`src/rtl/spi_flash_arbiter.sv`:
```
// Round-robin arbiter sharing one SPI flash between instruction-fetch and data-load ports.
// Each grant runs a mode-0 READ: command, 24-bit address, 32 data bits returned as a little-endian word.
module spi_flash_arbiter #(
    parameter int          SCK_DIV  = 1,
    parameter int          CS_GAP   = 2,
    parameter logic [7:0]  READ_CMD = 8'h03
) (
    input  logic        CLK_CPU,
    input  logic        resetn,
    input  logic        if_req,
    input  logic [23:0] if_addr,
    output logic        if_ack,
    input  logic        ld_req,
    input  logic [23:0] ld_addr,
    output logic        ld_ack,
    output logic [31:0] rdata,
    output logic        busy,
    output logic        SPI_CS,
    output logic        SPI_SCK,
    output logic        SPI_SI,
    input  logic        SPI_SO
);

    localparam int DW = (SCK_DIV > 1) ? $clog2(SCK_DIV) : 1;
    localparam logic [DW-1:0] DIV_LOAD = DW'(SCK_DIV - 1);
    // The IDLE cycle that follows DONE already keeps CS high, so only the remainder is spent in GAP.
    localparam int GAP_N = (CS_GAP > 2) ? (CS_GAP - 3) : 0;
    localparam int GW = (GAP_N > 1) ? $clog2(GAP_N + 1) : 1;
    localparam logic [GW-1:0] GAP_LOAD = GW'(GAP_N);

    typedef enum logic [1:0] {
        S_IDLE,
        S_SHIFT,
        S_DONE,
        S_GAP
    } state_t;

    state_t        r_state;
    logic [63:0]   r_sh;
    logic [31:0]   r_rx;
    logic [5:0]    r_bit;
    logic [DW-1:0] r_div;
    logic [GW-1:0] r_gap;
    logic          r_gnt_if;
    logic          r_last_if;
    logic          r_cs;
    logic          r_sck;
    logic          r_if_ack;
    logic          r_ld_ack;
    logic [31:0]   r_rdata;
    logic          r_busy;

    logic          w_pick_if;
    logic [23:0]   w_addr;

    assign w_pick_if = if_req & (~ld_req | ~r_last_if);
    assign w_addr    = w_pick_if ? if_addr : ld_addr;

    always_ff @(posedge CLK_CPU or negedge resetn) begin
        if (!resetn) begin
            r_state   <= S_IDLE;
            r_sh      <= '0;
            r_rx      <= '0;
            r_bit     <= '0;
            r_div     <= '0;
            r_gap     <= '0;
            r_gnt_if  <= 1'b0;
            r_last_if <= 1'b0;
            r_cs      <= 1'b1;
            r_sck     <= 1'b0;
            r_if_ack  <= 1'b0;
            r_ld_ack  <= 1'b0;
            r_rdata   <= '0;
            r_busy    <= 1'b0;
        end else begin
            r_if_ack <= 1'b0;
            r_ld_ack <= 1'b0;
            case (r_state)
                S_IDLE: begin
                    if (if_req || ld_req) begin
                        r_gnt_if  <= w_pick_if;
                        r_last_if <= w_pick_if;
                        r_sh      <= {READ_CMD, w_addr, 32'h0};
                        r_bit     <= '0;
                        r_div     <= DIV_LOAD;
                        r_cs      <= 1'b0;
                        r_sck     <= 1'b0;
                        r_busy    <= 1'b1;
                        r_state   <= S_SHIFT;
                    end
                end
                S_SHIFT: begin
                    if (r_div != '0) begin
                        r_div <= r_div - 1'b1;
                    end else begin
                        r_div <= DIV_LOAD;
                        if (!r_sck) begin
                            r_sck <= 1'b1;
                            if (r_bit[5]) begin
                                r_rx <= {r_rx[30:0], SPI_SO};
                            end
                        end else if (r_bit == 6'd63) begin
                            r_sck    <= 1'b0;
                            r_cs     <= 1'b1;
                            r_sh     <= '0;
                            r_rdata  <= {r_rx[7:0], r_rx[15:8], r_rx[23:16], r_rx[31:24]};
                            r_if_ack <= r_gnt_if;
                            r_ld_ack <= ~r_gnt_if;
                            r_state  <= S_DONE;
                        end else begin
                            // MOSI advances only on the falling SCK edge so it is stable at the rise.
                            r_sck <= 1'b0;
                            r_bit <= r_bit + 1'b1;
                            r_sh  <= {r_sh[62:0], 1'b0};
                        end
                    end
                end
                S_DONE: begin
                    if (CS_GAP > 2) begin
                        r_gap   <= GAP_LOAD;
                        r_state <= S_GAP;
                    end else begin
                        r_busy  <= 1'b0;
                        r_state <= S_IDLE;
                    end
                end
                S_GAP: begin
                    if (r_gap == '0) begin
                        r_busy  <= 1'b0;
                        r_state <= S_IDLE;
                    end else begin
                        r_gap <= r_gap - 1'b1;
                    end
                end
                default: r_state <= S_IDLE;
            endcase
        end
    end

    assign SPI_CS  = r_cs;
    assign SPI_SCK = r_sck;
    assign SPI_SI  = r_sh[63];
    assign if_ack  = r_if_ack;
    assign ld_ack  = r_ld_ack;
    assign rdata   = r_rdata;
    assign busy    = r_busy;

endmodule

```
`config.mk`:
```
export PLATFORM = sky130hd
export DESIGN_NAME = spi_flash_arbiter
export DESIGN_NICKNAME = d
export VERILOG_FILES = /design/src/rtl/spi_flash_arbiter.sv
export SDC_FILE = /design/constraint.sdc
export NUM_CORES = 1
export LEC_CHECK = 0
export ABC_AREA = 1
export CAP_MARGIN = 20
export CORE_ASPECT_RATIO = 0.75
export CORE_MARGIN = 3
export CORE_UTILIZATION = 47
export CTS_CLUSTER_SIZE = 28
export DETAILED_ROUTE_END_ITERATION = 7
export PLACE_DENSITY = 0.76
export SLEW_MARGIN = 20
export SYNTH_ARGS = -nofsm -noshare
export SYNTH_HDL_FRONTEND = slang
export SYNTH_SLANG_ARGS = --single-unit
```
`constraint.sdc`:
```
create_clock -name CLK_CPU -period 1.3 [get_ports CLK_CPU]
set_input_delay 0.39 -clock CLK_CPU [delete_from_list [all_inputs] [get_ports CLK_CPU]]
set_output_delay 0.39 -clock CLK_CPU [all_outputs]
set_load 0.005 [all_outputs]
```
==> impl_results.html <==
<table>
<tr><th>Metric</th><th>Value</th></tr>
<tr><th colspan="2">Cells and area</th></tr>
<tr><td>Antenna Diode Count</td><td>0</td></tr>
<tr><td>Finished Cell Area</td><td>6990 µm²</td></tr>
<tr><td>Layout filler cell count</td><td>662</td></tr>
<tr><td>Post-synthesis to final-layout area growth</td><td>46.76%</td></tr>
<tr><td>Layout net count</td><td>roughly 700</td></tr>
<tr><td>Ratio of cells with drive above 1 in the final layout</td><td>0.3710</td></tr>
<tr><th colspan="2">Yosys</th></tr>
<tr><td>Post-synthesis instance total</td><td>520</td></tr>
<tr><td>Mean Syn Cell Area</td><td>9.160 µm²</td></tr>
<tr><td>Yosys warns</td><td>0</td></tr>
<tr><td>Syn_nets</td><td>574</td></tr>
<tr><td>EDFF count, synth</td><td>0</td></tr>
<tr><td>Most frequent cell after synthesis</td><td>sky130_fd_sc_hd__nand2_1</td></tr>
<tr><td>Distinct cells, synth</td><td>29</td></tr>
<tr><td>Async set-reset flop share out of synthesis</td><td>1.000</td></tr>
<tr><td>Dominant cells by area after synthesis</td><td>sky130_fd_sc_hd__dfrtp_1, sky130_fd_sc_hd__nand2_1, sky130_fd_sc_hd__o21ai_0</td></tr>
<tr><td>Post-synthesis cell area</td><td>4763 µm²</td></tr>
<tr><td>Sequential area share after synthesis</td><td>0.5781</td></tr>
<tr><td>Most frequent cells after synthesis</td><td>sky130_fd_sc_hd__nand2_1, sky130_fd_sc_hd__dfrtp_1, sky130_fd_sc_hd__inv_1</td></tr>
<tr><td>Predominant post-synthesis flop cell</td><td>sky130_fd_sc_hd__dfrtp_1</td></tr>
<tr><td>Area share of the largest cell type after synthesis</td><td>0.5726</td></tr>
<tr><td>Top cell type by total area after synthesis</td><td>sky130_fd_sc_hd__dfrtp_1</td></tr>
<tr><td>Flops &amp; latches, synth</td><td>110</td></tr>
<tr><th colspan="2">STA</th></tr>
<tr><td>Post-layout minimum cycle time</td><td>1.410 ns</td></tr>
<tr><td>Final worst slack</td><td>-0.1098 ns</td></tr>
<tr><td>Min Hold Slack</td><td>around 0.019 ns</td></tr>
<tr><td>Maximum operating frequency</td><td>709.3 MHz</td></tr>
<tr><td>Final Hold Viols</td><td>0</td></tr>
<tr><td>Max-slew violation total from the final report</td><td>0</td></tr>
<tr><td>Worst Max-Slew Pin Slew</td><td>0.3629 ns</td></tr>
<tr><td>Setup Skew</td><td>0.007226 ns</td></tr>
<tr><td>Setup repair after global routing missed its margin</td><td>yes</td></tr>
<tr><td>Total Negative Setup Slacks</td><td>-5.142 ns</td></tr>
<tr><td>Period utilisation layout</td><td>1.084</td></tr>
<tr><td>Setup-failing EPs final</td><td>103</td></tr>
<tr><td>Max_slew headroom</td><td>0.7581</td></tr>
<tr><th colspan="2">Clocking</th></tr>
<tr><td>Number of buffers on the longest clock path</td><td>2</td></tr>
<tr><td>Post-CTS Hold Buffers</td><td>0</td></tr>
<tr><td>TritonCTS clock tree</td><td>yes</td></tr>
<tr><td>Clock H-tree levels</td><td>3</td></tr>
<tr><td>Clk pin slew, worst setup/hold paths</td><td>0.07 ns</td></tr>
<tr><td>Number of sinks driven by the clock tree</td><td>110</td></tr>
<tr><td>Library cell used as clock root buffer</td><td>sky130_fd_sc_hd__clkbuf_16</td></tr>
<tr><td>Total CTS buffers</td><td>9</td></tr>
<tr><td>Clock latency at the later pin of the worst-skew pair</td><td>0.35 ns</td></tr>
<tr><th colspan="2">Floorplan</th></tr>
<tr><td>Total number of placement rows</td><td>31</td></tr>
<tr><td>Initial Utilization</td><td>0.4873</td></tr>
<tr><td>Die Span X</td><td>~120 µm</td></tr>
<tr><td>Number of ports placed on the die boundary</td><td>91</td></tr>
<tr><td>Vert. Die Dim</td><td>93.19 µm</td></tr>
<tr><td>Area inside the core boundary</td><td>between 9000 and 10000 µm²</td></tr>
<tr><td>Total Die Area</td><td>11390 µm²</td></tr>
<tr><th colspan="2">Placement</th></tr>
<tr><td>Setup slack after placement</td><td>-0.4751 ns</td></tr>
<tr><td>Post-detailed-placement half-perimeter wirelength</td><td>7.246 mm</td></tr>
<tr><td>Post-placement cell area</td><td>6007 µm²</td></tr>
<tr><td>RD Place Congestion</td><td>0.7974</td></tr>
<tr><td>Port Buffers</td><td>90</td></tr>
<tr><th colspan="2">Status</th></tr>
<tr><td>Outcome</td><td>complete, but fails checks</td></tr>
<tr><td>Violations in the final reports</td><td>negative setup slack</td></tr>
<tr><th colspan="2">Drt</th></tr>
<tr><td>Detail Route Antenna Nets</td><td>0</td></tr>
<tr><td>Via density per instance</td><td>5.226</td></tr>
<tr><td>Number of DRC violations after detailed routing</td><td>0</td></tr>
<tr><td>Wirelength, routed</td><td>13.14 mm</td></tr>
<tr><td>Starting DRC count in detailed routing</td><td>332</td></tr>
<tr><td>First drt pass iteration count</td><td>4</td></tr>
<tr><td>Routed via count</td><td>4155</td></tr>
<tr><td>Wire length per cell after detailed routing</td><td>16.52 µm</td></tr>
<tr><th colspan="2">Worst setup path</th></tr>
<tr><td>Required time at the worst-slack endpoint</td><td>approximately 1.5 ns</td></tr>
<tr><td>CP Data Arrival Time</td><td>~1.7 ns</td></tr>
<tr><td>Type of element launching the critical path</td><td>flip-flop</td></tr>
<tr><td>Type of element capturing the critical path</td><td>flip-flop</td></tr>
<tr><td>Maximum fanout encountered on the critical timing path</td><td>6</td></tr>
<tr><td>Classification of the worst setup path</td><td>flip-flop to flip-flop</td></tr>
<tr><th colspan="2">Global routing</th></tr>
<tr><td>Wire length of the first global-routing pass</td><td>between 15 and 20 mm</td></tr>
<tr><td>Initial antenna violation count</td><td>0</td></tr>
<tr><td>Maximum number of pins on one net before global-route repair</td><td>70</td></tr>
<tr><td>All-layer global routing usage</td><td>0.2115</td></tr>
<tr><td>Remaining global-route overflow</td><td>0</td></tr>
<tr><td>Via count of the first global-routing pass</td><td>4019</td></tr>
<tr><th colspan="2">Min path</th></tr>
<tr><td>Hold crit path type</td><td>primary input to asynchronous set/reset pin</td></tr>
<tr><th colspan="2">Power</th></tr>
<tr><td>Power Total</td><td>7.088 mW</td></tr>
<tr><td>P_leak</td><td>3.418 nW</td></tr>
<tr><td>Worst IR drop on VDD</td><td>879.6 µV</td></tr>
<tr><td>Power per cell area</td><td>1014 nW/µm²</td></tr>
<tr><th colspan="2">Flow run</th></tr>
<tr><td>Max cap viols</td><td>0</td></tr>
</table>
[repair_timing]
| action | in CTS | in global routing |
|---|---|---|
| endpoints found under the setup margin | 141 | 109 |
| cloned | 3 | 6 |
| buffers inserted | 17 | 6 |
| endpoints found under the hold margin | 0 | 0 |
| gates resized for setup | 207 | 118 |
| pin swaps | 8 | 17 |
[state kept, by name (all words and copies together), names as in the netlist, 2 cells and up]
signal and flops:
r_rx 32, r_state 2, r_bit 6, r_sh 32, rdata 32
[where the power goes]
part,switching [mW],internal (mW)
clock network,1.25,1.95
logic,0.177,0.224
registers,0.0254,3.46
[worst max-delay path: stages (launching register included)]
cell and delay [ns]:
sky130_fd_sc_hd__dfrtp_1 0.42, sky130_fd_sc_hd__ha_4 0.19, sky130_fd_sc_hd__nand3_4 0.11, sky130_fd_sc_hd__inv_2 0.06
sky130_fd_sc_hd__nand2_4 0.10, sky130_fd_sc_hd__nand2_8 0.12, sky130_fd_sc_hd__nand2_4 0.13, sky130_fd_sc_hd__nand2_1 0.06
sky130_fd_sc_hd__nand2_1 0.08, sky130_fd_sc_hd__inv_1 0.04
[layout by cell type (no fill, tap or decap), drive strengths merged]
master	count
xor2	1
o211ai	22
clkinvlp	2
inv	58
clkdlybuf4s50	49
nor2	12
nand3	34
clkbuf	14
nor3	1
a21oi	5
bufinv	3
buf	95
nor3b	1
nand2	155
xnor2	1
o21ai	69
dfstp	1
clkinv	1
dlygate4sd2	2
or2	22
ha	1
o22ai	5
dfrtp	109
[layer usage]
| layer | track usage | wire (µm) | up-vias |
|---|---|---|---|
| li1 | - | - | 1949 |
| met5 | 0 | 0 | - |
| met1 | 0.2749 | 5508 | 2041 |
| met3 | 0.06409 | 805 | 39 |
| met2 | 0.3374 | 6422 | 126 |
| met4 | 0.07549 | 401 | 0 |
[metrics by stage]
stage                     cells    util
after detailed placement    747  0.6146
after global placement      747  0.6146
after CTS                   783  0.6637
after global routing        795  0.7152
final                       795  0.7152
after floorplan             520       -
[final timing paths]
path	slack [ns]	cells after the start	startpoint	end
max	-0.11	9	r_bit[1]$_DFFE_PN0P_	r_bit[5]$_DFFE_PN0P_
min	0.02	2	resetn	busy$_DFFE_PN0P_
max in group asynchronous	0.92	2	resetn	r_state[1]$_DFFE_PN0P_
min reg2reg	0.47	2	SPI_CS$_DFFE_PN1P_	SPI_CS$_DFFE_PN1P_
max reg2reg	-0.11	9	r_bit[1]$_DFFE_PN0P_	r_bit[5]$_DFFE_PN0P_
min in group CLK_CPU	0.47	2	SPI_CS$_DFFE_PN1P_	SPI_CS$_DFFE_PN1P_
[cells by family after synthesis]
logic type      synth area share
fa+ha+maj               0.002626
simple gates              0.2117
xor+xnor                0.003678
flops                     0.5781
buf+inv                  0.07618
compound gates            0.1277
[cell type report]
cell class              count  area (µm²)  share of cell area
repair inverters            2       20.02            0.002864
repair buffers            150        1448              0.2071
flip-flops and latches    110        2756              0.3943
clock buffers              10       239.0             0.03419
well taps                 132       165.2             0.02363
clock inverters             6       115.1             0.01647
multi-input cells         329        1996              0.2855
inverters                  56       251.5             0.03598
(Power assumes the default switching activity.)
